==> config.mk <==
export PLATFORM = sky130hd
export DESIGN_NAME = bus_bridge
export DESIGN_NICKNAME = d
export VERILOG_FILES = /design/src/rtl/bridge_pkg.sv /design/src/rtl/seg7_scan.sv /design/src/rtl/bus_bridge.sv
export SDC_FILE = /design/constraint.sdc
export NUM_CORES = 1
export LEC_CHECK = 0
export CAP_MARGIN = 20
export CORE_MARGIN = 1.5
export CORE_UTILIZATION = 35
export DETAILED_ROUTE_END_ITERATION = 10
export HOLD_SLACK_MARGIN = 0.1
export PLACE_DENSITY = 0.65
export SYNTH_ARGS = -nofsm -noshare
export SYNTH_HDL_FRONTEND = slang
export SYNTH_SLANG_ARGS = --single-unit
==> constraint.sdc <==
create_clock -name cpu_clk -period 3.88 [get_ports cpu_clk]
set_clock_uncertainty 0.15 [all_clocks]
set_input_delay 0.388 -clock cpu_clk [delete_from_list [all_inputs] [get_ports cpu_clk]]
set_output_delay 0.388 -clock cpu_clk [all_outputs]
set_load 0.02 [all_outputs]
==> src/rtl/bridge_pkg.sv <==
// Shared constants and the 7-segment glyph decoder for the miniRV bus bridge.
package bridge_pkg;

    localparam logic [19:0] PERIPH_BASE = 20'hFFFFF;

    localparam logic [11:0] OFF_DIG   = 12'h000;
    localparam logic [11:0] OFF_TIMER = 12'h020;
    localparam logic [11:0] OFF_LED   = 12'h060;
    localparam logic [11:0] OFF_SW    = 12'h070;
    localparam logic [11:0] OFF_BTN   = 12'h078;

    localparam int unsigned SCAN_DIV_DEF  = 25000;
    localparam int unsigned TIMER_DIV_DEF = 25000;

    // Active-low {a,b,c,d,e,f,g,dp}; dp is always off.
    function automatic logic [7:0] seg7_decode(input logic [3:0] nib);
        logic [7:0] seg;
        case (nib)
            4'h0: seg = 8'h03;
            4'h1: seg = 8'h9F;
            4'h2: seg = 8'h25;
            4'h3: seg = 8'h0D;
            4'h4: seg = 8'h99;
            4'h5: seg = 8'h49;
            4'h6: seg = 8'h41;
            4'h7: seg = 8'h1F;
            4'h8: seg = 8'h01;
            4'h9: seg = 8'h09;
            4'hA: seg = 8'h11;
            4'hB: seg = 8'hC1;
            4'hC: seg = 8'h63;
            4'hD: seg = 8'h85;
            4'hE: seg = 8'h61;
            default: seg = 8'h71;
        endcase
        return seg;
    endfunction

endpackage

==> src/rtl/seg7_scan.sv <==
// Time-multiplexed 8-digit 7-segment driver: one digit lit per SCAN_DIV cycles.
module seg7_scan
    import bridge_pkg::*;
#(
    parameter int unsigned SCAN_DIV = SCAN_DIV_DEF
) (
    input  logic        cpu_clk,
    input  logic        cpu_rst,
    input  logic [31:0] dig_val,
    output logic [7:0]  dig_en,
    output logic [7:0]  dig_seg
);

    localparam int unsigned CNT_W = (SCAN_DIV > 1) ? $clog2(SCAN_DIV) : 1;

    logic [CNT_W-1:0] cnt_q, cnt_d;
    logic [2:0]       idx_q, idx_d;

    always_comb begin
        cnt_d = cnt_q + CNT_W'(1);
        idx_d = idx_q;
        if (cnt_q == CNT_W'(SCAN_DIV - 1)) begin
            cnt_d = '0;
            idx_d = idx_q + 3'd1;
        end
    end

    always_ff @(posedge cpu_clk) begin
        if (!cpu_rst) begin
            cnt_q <= '0;
            idx_q <= '0;
        end else begin
            cnt_q <= cnt_d;
            idx_q <= idx_d;
        end
    end

    // Decoded straight from the DIG register so a write shows on the next cycle.
    assign dig_en  = ~(8'b1 << idx_q);
    assign dig_seg = seg7_decode(dig_val[{idx_q, 2'b00} +: 4]);

endmodule

==> src/rtl/bus_bridge.sv <==
// Data-bus responder: routes CPU accesses to DRAM or on-chip peripherals,
// and owns the timer, LED/DIG registers and input synchronisers.
module bus_bridge
    import bridge_pkg::*;
#(
    parameter int unsigned SCAN_DIV  = SCAN_DIV_DEF,
    parameter int unsigned TIMER_DIV = TIMER_DIV_DEF
) (
    input  logic        cpu_clk,
    input  logic        cpu_rst,
    input  logic [31:0] Bus_addr,
    input  logic        Bus_wen,
    input  logic [31:0] Bus_wdata,
    output logic [31:0] Bus_rdata,
    output logic [13:0] dram_addr,
    output logic        dram_wen,
    output logic [31:0] dram_wdata,
    input  logic [31:0] dram_rdata,
    input  logic [23:0] sw,
    input  logic [4:0]  button,
    output logic [23:0] led,
    output logic [7:0]  dig_en,
    output logic [7:0]  dig_seg
);

    localparam int unsigned PRE_W = (TIMER_DIV > 1) ? $clog2(TIMER_DIV) : 1;

    logic [31:0]      dig_q, dig_d;
    logic [23:0]      led_q, led_d;
    logic [31:0]      timer_q, timer_d;
    logic [PRE_W-1:0] pre_q, pre_d;
    logic [23:0]      sw_s1_q, sw_s2_q;
    logic [4:0]       btn_s1_q, btn_s2_q;

    logic        periph_sel;
    logic        periph_wr;
    logic [11:0] offset;
    logic [31:0] periph_rdata;

    assign periph_sel = (Bus_addr[31:12] == PERIPH_BASE);
    assign offset     = Bus_addr[11:0];
    assign periph_wr  = Bus_wen & periph_sel;

    assign dram_addr  = Bus_addr[15:2];
    assign dram_wen   = Bus_wen & ~periph_sel;
    assign dram_wdata = Bus_wdata;

    // Single-cycle read mux: returns pre-write register values.
    always_comb begin
        periph_rdata = 32'h0;
        case (offset)
            OFF_DIG:   periph_rdata = dig_q;
            OFF_TIMER: periph_rdata = timer_q;
            OFF_LED:   periph_rdata = {8'h0, led_q};
            OFF_SW:    periph_rdata = {8'h0, sw_s2_q};
            OFF_BTN:   periph_rdata = {27'h0, btn_s2_q};
            default:   periph_rdata = 32'h0;
        endcase
    end

    assign Bus_rdata = periph_sel ? periph_rdata : dram_rdata;

    // A TIMER write overrides any increment due on the same edge.
    always_comb begin
        dig_d   = dig_q;
        led_d   = led_q;
        timer_d = timer_q;
        pre_d   = pre_q + PRE_W'(1);
        if (pre_q == PRE_W'(TIMER_DIV - 1)) begin
            pre_d   = '0;
            timer_d = timer_q + 32'd1;
        end
        if (periph_wr) begin
            case (offset)
                OFF_DIG: dig_d = Bus_wdata;
                OFF_LED: led_d = Bus_wdata[23:0];
                OFF_TIMER: begin
                    timer_d = Bus_wdata;
                    pre_d   = '0;
                end
                default: ;
            endcase
        end
    end

    always_ff @(posedge cpu_clk) begin
        if (!cpu_rst) begin
            dig_q    <= '0;
            led_q    <= '0;
            timer_q  <= '0;
            pre_q    <= '0;
            sw_s1_q  <= '0;
            sw_s2_q  <= '0;
            btn_s1_q <= '0;
            btn_s2_q <= '0;
        end else begin
            dig_q    <= dig_d;
            led_q    <= led_d;
            timer_q  <= timer_d;
            pre_q    <= pre_d;
            sw_s1_q  <= sw;
            sw_s2_q  <= sw_s1_q;
            btn_s1_q <= button;
            btn_s2_q <= btn_s1_q;
        end
    end

    assign led = led_q;

    seg7_scan #(
        .SCAN_DIV (SCAN_DIV)
    ) u_scan (
        .cpu_clk (cpu_clk),
        .cpu_rst (cpu_rst),
        .dig_val (dig_q),
        .dig_en  (dig_en),
        .dig_seg (dig_seg)
    );

endmodule

==> results of run 1 <==
==> state kept, by name, summed over array words and instances (netlist names) <==
name,count
dig_q,32
timer_q,32
led,24
sw_s1_q,24
sw_s2_q,24
pre_q,15
u_scan.cnt_q,15
btn_s1_q,5
btn_s2_q,5
u_scan.idx_q,3
==> layout make-up <==
class | count | area share
inverters | 16 | 0.00508
clock inverters | 13 | 0.0116
flip-flops and latches | 179 | 0.303
well taps | 324 | 0.0343
clock buffers | 19 | 0.0383
repair buffers | 268 | 0.225
diodes | 1 | 0.000212
multi-input cells | 713 | 0.382
==> per-layer routing <==
| metal | track usage | share of wire |
|---|---|---|
| met1 | 0.283 | 0.44 |
| met2 | 0.361 | 0.46 |
| met3 | 0.0431 | 0.082 |
| met4 | 0.0648 | 0.018 |
| met5 | 0 | 0 |
==> layout by cell type (no fill, tap or decap), drive strengths merged, types with 4 or more instances in the layout <==
master,instances
mux2i,26
nor4,10
a21oi,44
a22o,11
and3,9
nor3,10
xor2,27
a222oi,12
inv,23
and4,7
and2,65
clkbuf,19
dfxtp,179
buf,24
or4,6
nand3,78
o22ai,4
nand4,26
a22oi,20
or3,4
nor2,45
clkdlybuf4s50,243
ha,15
mux2,19
o31a,5
xnor2,20
o41ai,5
o21ai,117
nand2,87
==> logic make-up after synthesis <==
logic type,count (synthesis)
other cells,1
flops,179
fa+ha+maj,15
mux,48
simple gates,363
xor+xnor,47
buf+inv,131
compound gates,239
==> what timing repair did <==
item                                   in CTS  in global routing
resized for setup                           1                  2
setup endpoints to repair                   2                  6
endpoints found under the hold margin       0                  0
pin swaps                                   0                  0
cloned                                      0                  0
==> power by group <==
group	internal [uW]	switching [uW]	leakage, uW
combinational	229	187	0.00252
clock	892	820	0.000282
sequential	1870	11.3	0.00146
==> stage by stage <==
step                area [um2]  power [uW]
floorplan                 8780        2110
global placement         11200        2340
detailed placement       11200        2340
CTS                      11800        4040
global route             11800        4140
finish                   11800        4010
==> how the worst max path moves through the flow <==
stage	startpoint	to	slack, ps	cells after the start
detailed placement	Bus_addr[9]	Bus_rdata[1]	160	7
global placement	Bus_addr[9]	Bus_rdata[1]	270	7
CTS	u_scan.idx_q[0]	dig_seg[3]	7	10
global route	u_scan.idx_q[0]	dig_seg[4]	10	10
floorplan	u_scan.idx_q[0]	dig_seg[3]	370	8
finish	u_scan.idx_q[0]	dig_seg[4]	150	10
==> critical path, stage by stage (launching register included) <==
cell,delay [ps]
sky130_fd_sc_hd__dfxtp_2,440
sky130_fd_sc_hd__buf_4,270
sky130_fd_sc_hd__mux2i_1,310
sky130_fd_sc_hd__o22ai_1,110
sky130_fd_sc_hd__a21oi_1,140
sky130_fd_sc_hd__buf_4,160
sky130_fd_sc_hd__ha_1,180
sky130_fd_sc_hd__inv_1,80
sky130_fd_sc_hd__mux2_2,260
sky130_fd_sc_hd__mux2i_1,150
sky130_fd_sc_hd__clkdlybuf4s50_1,630
==> results_tabular.tex, run 1 <==
\begin{tabular}{lr}
\hline
Metric & Value \\
\hline
\multicolumn{2}{l}{\textbf{Route}} \\
\quad Number of routed nets with antenna violations & 0 \\
\quad DRC violations left & 0 \\
\quad Final routed wirelength across all metal layers & between 20000 and 30000 um \\
\quad Via count & 8138 \\
\quad Avg Vias per Cell & $\sim$5.3 \\
\quad Initial drt markers & roughly 590 \\
\quad Wire per inst & about 19 um \\
\quad Count of TritonRoute iterations in the first routing pass & 8 \\
\multicolumn{2}{l}{\textbf{Clock tree}} \\
\quad Maximum number of buffers from clock root to sink & 2 \\
\quad TritonCTS buffer count & 17 \\
\quad H-tree Lvls & 4 \\
\quad Number of setup buffers added after CTS & 0 \\
\quad CTS tree & done \\
\quad Clock transition time at the flip-flop clock pins of the worst setup and hold paths & 70 ps \\
\quad Clock net sink count & 179 \\
\quad Clk Latency, worst-skew pair & around 440 ps \\
\quad Root buffer selected by CTS & sky130\_fd\_sc\_hd\_\_clkbuf\_16 \\
\quad Quantity of hold-fixing buffers added after cts & 0 \\
\multicolumn{2}{l}{\textbf{Synthesis}} \\
\quad Netlist area before placement & between 8000 and 9000 um2 \\
\quad Share of the synthesized area in the top cell type & 0.408 \\
\quad Number of enable flip-flop cells after synthesis & 0 \\
\quad Nets in the synthesized netlist & roughly 1200 \\
\quad Multiplexer share of the synthesized area & 0.0617 \\
\quad Most numerous cell types in the synthesized netlist & 179 x sky130\_fd\_sc\_hd\_\_dfxtp\_1, 117 x sky130\_fd\_sc\_hd\_\_o21ai\_0, 87 x sky130\_fd\_sc\_hd\_\_nand2\_1 \\
\quad Post-synthesis async set-or-reset flop share & 0 \\
\quad Most frequent cell after synthesis & sky130\_fd\_sc\_hd\_\_dfxtp\_1 \\
\quad Post-synthesis cell count & about 1000 \\
\quad Complex-gate fraction of the synthesized area & 0.167 \\
\quad Register bit count reported by yosys & between 150 and 200 \\
\quad Post-Synth Adder-Cell Area & 0.0214 \\
\quad Largest area contributor in the synthesized netlist & sky130\_fd\_sc\_hd\_\_dfxtp\_1 \\
\quad Simple-gate area share of the yosys netlist & 0.216 \\
\quad Dominant combinational cell family by area after synthesis & simple AND/OR/NAND/NOR gates \\
\quad Part of the Yosys area used for sequential elements & 0.408 \\
\quad Warning count from the yosys run & 0 \\
\quad Average cell area after synthesis & 8.59 um2 \\
\quad Most used flip-flop cell after synthesis & sky130\_fd\_sc\_hd\_\_dfxtp\_1 \\
\quad Count of distinct cell types in the synthesized netlist & 58 \\
\quad Dominant cells by area after synthesis & sky130\_fd\_sc\_hd\_\_dfxtp\_1 41\%, sky130\_fd\_sc\_hd\_\_o21ai\_0 6.7\%, sky130\_fd\_sc\_hd\_\_and2\_1 4.6\% \\
\quad XOR/XNOR Fraction of Synth Area & 0.0469 \\
\multicolumn{2}{l}{\textbf{Power and ir drop}} \\
\quad Leakage & $\sim$0.0043 uW \\
\quad Worst IR drop on VDD & approximately 0.00025 V \\
\quad Power density cells & 339 nW/um2 \\
\multicolumn{2}{l}{\textbf{Die}} \\
\quad Cell row count & 57 \\
\quad Number of primary I/O pins & approximately 250 \\
\quad Die width & approximately 160 um \\
\quad Initial cell density of the core & 0.359 \\
\quad Die H & 161 um \\
\quad CORE AREA & roughly 24000 um2 \\
\quad Die area & about 26000 um2 \\
\multicolumn{2}{l}{\textbf{GRT}} \\
\quad Maximum number of pins on one net before global-route repair & roughly 120 \\
\quad Antenna violations before repair & 0 \\
\quad Vias in the first global route & about 7400 \\
\quad Total congestion overflow after global routing & 0 \\
\quad First-pass GRT wire length & 43200 um \\
\quad Global router's overall resource usage & 0.217 \\
\multicolumn{2}{l}{\textbf{Hold path}} \\
\quad Number of cells traversed by the worst hold path & 2 \\
\quad Worst hold path class & in -> reg \\
\quad Hold Crit Endpoint & timer\_q[1] \\
\quad Worst Hold Launch & cpu\_rst \\
\multicolumn{2}{l}{\textbf{Final layout}} \\
\quad Share of layout cells above drive strength 1 & 0.0737 \\
\quad Post-layout utilization of the core & 0.483 \\
\quad FF/Latch Area & approximately 3600 um2 \\
\quad Layout net count & about 1300 \\
\quad Multi-input gate area & between 4000 and 5000 um2 \\
\quad Area delta synth->final & 34.6\% \\
\quad Layout filler cell count & approximately 2300 \\
\quad Filler-free cell count of the finished design & 1533 \\
\multicolumn{2}{l}{\textbf{Placed design}} \\
\quad Worst slack after detailed placement & between 150 and 200 ps \\
\quad Count of input and output buffers & between 200 and 250 \\
\quad Count of placed standard cells including taps & 1500 \\
\quad Final RePlAce weighted congestion & slightly below 0.9 \\
\quad DP HPWL & around 21000 um \\
\multicolumn{2}{l}{\textbf{Worst setup path}} \\
\quad Crit end category & output port \\
\quad Startpoint type of the worst setup path & register \\
\quad Data required time at the worst endpoint & about 3300 ps \\
\quad Reg2reg path depth & 5 \\
\quad Highest net fanout along the worst path & 11 \\
\quad Crit path DAT & around 3200 ps \\
\quad Source of the worst register-to-register timing path & pre\_q[4] \\
\quad Type of the worst setup path & reg -> out \\
\quad Worst r2r dst & timer\_q[24] \\
\quad Reg2Reg Setup Slack & 960 ps \\
\multicolumn{2}{l}{\textbf{Timing}} \\
\quad Unrepaired setup endpoints after global routing & no \\
\quad Final worst path period need & roughly 3700 ps \\
\quad Setup slack after layout & 151 ps \\
\quad Final-layout setup total negative slack & 0 ps \\
\quad Hold Vio Cnt, Final & 0 \\
\quad Hold slack final & $\sim$230 ps \\
\quad Pins Over Slew Limit & 0 \\
\quad Relative slew slack & 0.568 \\
\quad Final-report setup violation count & 0 \\
\quad Portion of the clock cycle consumed by the worst path in the final layout & 0.961 \\
\quad Max Clk Rate & 0.268 GHz \\
\quad Slew at the pin with the worst max-slew slack & around 640 ps \\
\multicolumn{2}{l}{\textbf{Outcome}} \\
\quad Outcome & completed \\
\multicolumn{2}{l}{\textbf{Run}} \\
\quad Max\_cap viols & 0 \\
\hline
\end{tabular}
(Power assumes the default switching activity.)
==> run 2, diff against run 1 <==
--- a/config.mk
+++ b/config.mk
@@ -9,7 +9,7 @@
 export CORE_MARGIN = 1.5
 export CORE_UTILIZATION = 35
 export DETAILED_ROUTE_END_ITERATION = 10
-export HOLD_SLACK_MARGIN = 0.1
+export HOLD_SLACK_MARGIN = 0.02
 export PLACE_DENSITY = 0.65
 export SYNTH_ARGS = -nofsm -noshare
 export SYNTH_HDL_FRONTEND = slang
==> results of run 2 <==
No change in the layout: final DEF, timing and power equal those of run 1.
==> run 3, diff against run 2 <==
==> constraint.sdc (replaced) <==
create_clock -name cpu_clk -period 3.57 [get_ports cpu_clk]
set_clock_uncertainty 0.15 [all_clocks]
set_input_delay 0.357 -clock cpu_clk [delete_from_list [all_inputs] [get_ports cpu_clk]]
set_output_delay 0.357 -clock cpu_clk [all_outputs]
set_load 0.02 [all_outputs]
==> run 3 against run 2 <==
  * Worst setup slack improved by 9.3 ps
  * Global-route usage is essentially flat
  * Routed wire length down 0.20%
  * Clock power increased by 12%
  * Power increased by 10%
  * Critical path depth is 3 lower
  * Non-clock buffer count is 9 higher
  * Combinational power up 9.8%
  * Die area stayed put
==> results_tabular.tex, run 3 (synthesis gave the netlist of run 1 again) <==
\begin{tabular}{lr}
\hline
Metric & Value \\
\hline
\multicolumn{2}{l}{\textbf{Outcome}} \\
\quad Outcome & completed \\
\multicolumn{2}{l}{\textbf{Clock tree}} \\
\quad Quantity of hold-fixing buffers added after cts & 0 \\
\quad Clock transition time at the flip-flop clock pins of the worst setup and hold paths & about 70 ps \\
\quad Root buffer selected by CTS & sky130\_fd\_sc\_hd\_\_clkbuf\_16 \\
\quad Clk Latency, worst-skew pair & 430 ps \\
\quad CTS tree & done \\
\quad CTS-repair resized insts & 4 \\
\quad Clock net sink count & between 150 and 200 \\
\quad Maximum number of buffers from clock root to sink & 2 \\
\quad Number of setup buffers added after CTS & 0 \\
\quad TritonCTS buffer count & 17 \\
\quad H-tree Lvls & 4 \\
\multicolumn{2}{l}{\textbf{Timing}} \\
\quad Portion of the clock cycle consumed by the worst path in the final layout & 0.955 \\
\quad Final worst path period need & 3410 ps \\
\quad Final-layout setup total negative slack & 0 ps \\
\quad Final-report setup violation count & 0 \\
\quad Pins Over Slew Limit & 0 \\
\quad Slew at the pin with the worst max-slew slack & around 720 ps \\
\quad Relative slew slack & 0.513 \\
\quad Unrepaired setup endpoints after global routing & yes \\
\quad Max Clk Rate & around 0.3 GHz \\
\quad Hold Vio Cnt, Final & 0 \\
\multicolumn{2}{l}{\textbf{GRT}} \\
\quad Met1 capacity usage during global routing & 0.286 \\
\quad Antenna violations before repair & 0 \\
\quad Total congestion overflow after global routing & 0 \\
\quad First-pass GRT wire length & $\sim$44000 um \\
\quad Met2 global-route usage & 0.362 \\
\quad Met3 usage in global routing & 0.0424 \\
\quad Vias in the first global route & about 7600 \\
\quad Maximum number of pins on one net before global-route repair & 118 \\
\quad Global router's overall resource usage & 0.217 \\
\quad GR peak layer & met2 \\
\multicolumn{2}{l}{\textbf{Route}} \\
\quad Final routed wirelength across all metal layers & 28600 um \\
\quad Initial drt markers & 644 \\
\quad Number of routed nets with antenna violations & 0 \\
\quad Avg Vias per Cell & 5.32 \\
\quad Via count & 8192 \\
\quad Count of TritonRoute iterations in the first routing pass & 6 \\
\quad Wire per inst & roughly 19 um \\
\quad DRC violations left & 0 \\
\multicolumn{2}{l}{\textbf{Die}} \\
\quad Die area & 26100 um2 \\
\quad Number of primary I/O pins & $\sim$250 \\
\quad Die H & around 160 um \\
\quad Cell row count & 57 \\
\quad Initial cell density of the core & 0.359 \\
\quad CORE AREA & between 20000 and 25000 um2 \\
\quad Die width & $\sim$160 um \\
\multicolumn{2}{l}{\textbf{Hold path}} \\
\quad Worst hold path class & in -> reg \\
\multicolumn{2}{l}{\textbf{Run}} \\
\quad Max\_cap viols & 0 \\
\multicolumn{2}{l}{\textbf{Final layout}} \\
\quad Diode count & 0 \\
\quad Layout net count & roughly 1300 \\
\quad Most common cell after layout, fill and taps aside & sky130\_fd\_sc\_hd\_\_clkdlybuf4s50\_1 \\
\quad Most frequent cells in the layout & 238 x sky130\_fd\_sc\_hd\_\_clkdlybuf4s50\_1, 178 x sky130\_fd\_sc\_hd\_\_dfxtp\_1, 117 x sky130\_fd\_sc\_hd\_\_o21ai\_0 \\
\quad Share of layout cells above drive strength 1 & 0.0805 \\
\quad Area delta synth->final & 35.9\% \\
\quad Largest registers & dig\_q: 32 flops, timer\_q: 32 flops \\
\quad Area of all placed cells without fillers & $\sim$12000 um2 \\
\quad Filler-free cell count of the finished design & 1541 \\
\multicolumn{2}{l}{\textbf{Worst setup path}} \\
\quad Highest net fanout along the worst path & 5 \\
\quad Largest incremental delay on the critical path & roughly 680 ps \\
\quad Crit end category & output port \\
\quad Reg2reg path depth & 5 \\
\quad Startpoint type of the worst setup path & input pin \\
\quad Library cell contributing the largest single delay on the critical path & sky130\_fd\_sc\_hd\_\_clkdlybuf4s50\_1 \\
\quad Worst r2r dst & timer\_q[24] \\
\quad Crit path DAT & 2900 ps \\
\quad Top cell family by delay on the critical path & buffers and inverters \\
\quad Reg2Reg Setup Slack & between 600 and 700 ps \\
\quad Source of the worst register-to-register timing path & pre\_q[4] \\
\quad Critical path depth & 7 \\
\quad Type of the worst setup path & in -> out \\
\quad Critical-path cell list & clkdlybuf4s50\_1 -> nor4\_4 -> nand4\_1 -> nor2\_1 -> a21oi\_1 -> a31oi\_1 -> clkdlybuf4s50\_1 \\
\quad Crit path to & Bus\_rdata[1] \\
\quad Data required time at the worst endpoint & just over 3000 ps \\
\quad Most common cell type on the critical path & sky130\_fd\_sc\_hd\_\_clkdlybuf4s50\_1 \\
\quad Critical path startpoint & Bus\_addr[1] \\
\quad Critical path buffer and inverter count & 2 \\
\multicolumn{2}{l}{\textbf{Power and ir drop}} \\
\quad PnR Total Power & approximately 4400 uW \\
\quad Leakage & between 0.004 and 0.005 uW \\
\quad Power density cells & $\sim$370 nW/um2 \\
\quad Worst IR drop on VDD & between 0.0002 and 0.0003 V \\
\multicolumn{2}{l}{\textbf{Placed design}} \\
\quad Count of input and output buffers & 245 \\
\quad Post-placement cell area & 11300 um2 \\
\quad Count of placed standard cells including taps & roughly 1500 \\
\quad DP HPWL & 21300 um \\
\quad Final RePlAce weighted congestion & $\sim$0.85 \\
\hline
\end{tabular}
==> run 3: area by class of cell <==
class | instances | area, um2
repair buffers | 277 | 2750
flip-flops and latches | 179 | 3580
clock inverters | 15 | 186
inverters | 16 | 60.1
fillers | 2310 | 12500
clock buffers | 17 | 425
multi-input cells | 713 | 4530
well taps | 324 | 405
==> run 3: worst reg2reg max path, delay by kind of cell (launching register included) <==
family / cells / cell delay, ps
and+or+nand+nor: 3 / 1760
DFF: 1 / 340
AOI/OAI and AO/OA: 2 / 620
==> run 3: report_power, final <==
part / switching, uW / internal, uW
Clock: 908 / 1010
Combinational: 207 / 251
Sequential: 11.4 / 2030
Total: 1130 / 3290
==> run 3: metrics by stage <==
| stage | setup slack [ps] | hold slack [ps] | utilization |
|---|---|---|---|
| 3_5_place_dp | -18.7 | 268 | 0.462 |
| 5_1_grt | -10.8 | 261 | 0.488 |
| 2_1_floorplan | 93.0 | 262 | - |
| 6_report | 160 | 254 | 0.488 |
| 4_1_cts | 0.151 | 235 | 0.487 |
| 3_3_place_gp | -23.6 | 264 | 0.462 |
==> run 3: worst min-delay path by stage <==
stage                 from          end  cells after the start
2_1_floorplan  btn_s1_q[0]  btn_s2_q[0]                      1
3_3_place_gp    sw_s1_q[5]   sw_s2_q[5]                      1
3_5_place_dp   btn_s1_q[1]  btn_s2_q[1]                      1
4_1_cts            cpu_rst   timer_q[1]                      2
5_1_grt            cpu_rst   timer_q[0]                      2
6_report           cpu_rst   timer_q[1]                      2
==> run 3: per-layer routing <==
metal | vias to the layer above | part of all wire
met3 | 23 | 0.078
li1 | 3979 | -
met2 | 333 | 0.48
met5 | - | 0
met4 | 0 | 0.016
met1 | 3857 | 0.43
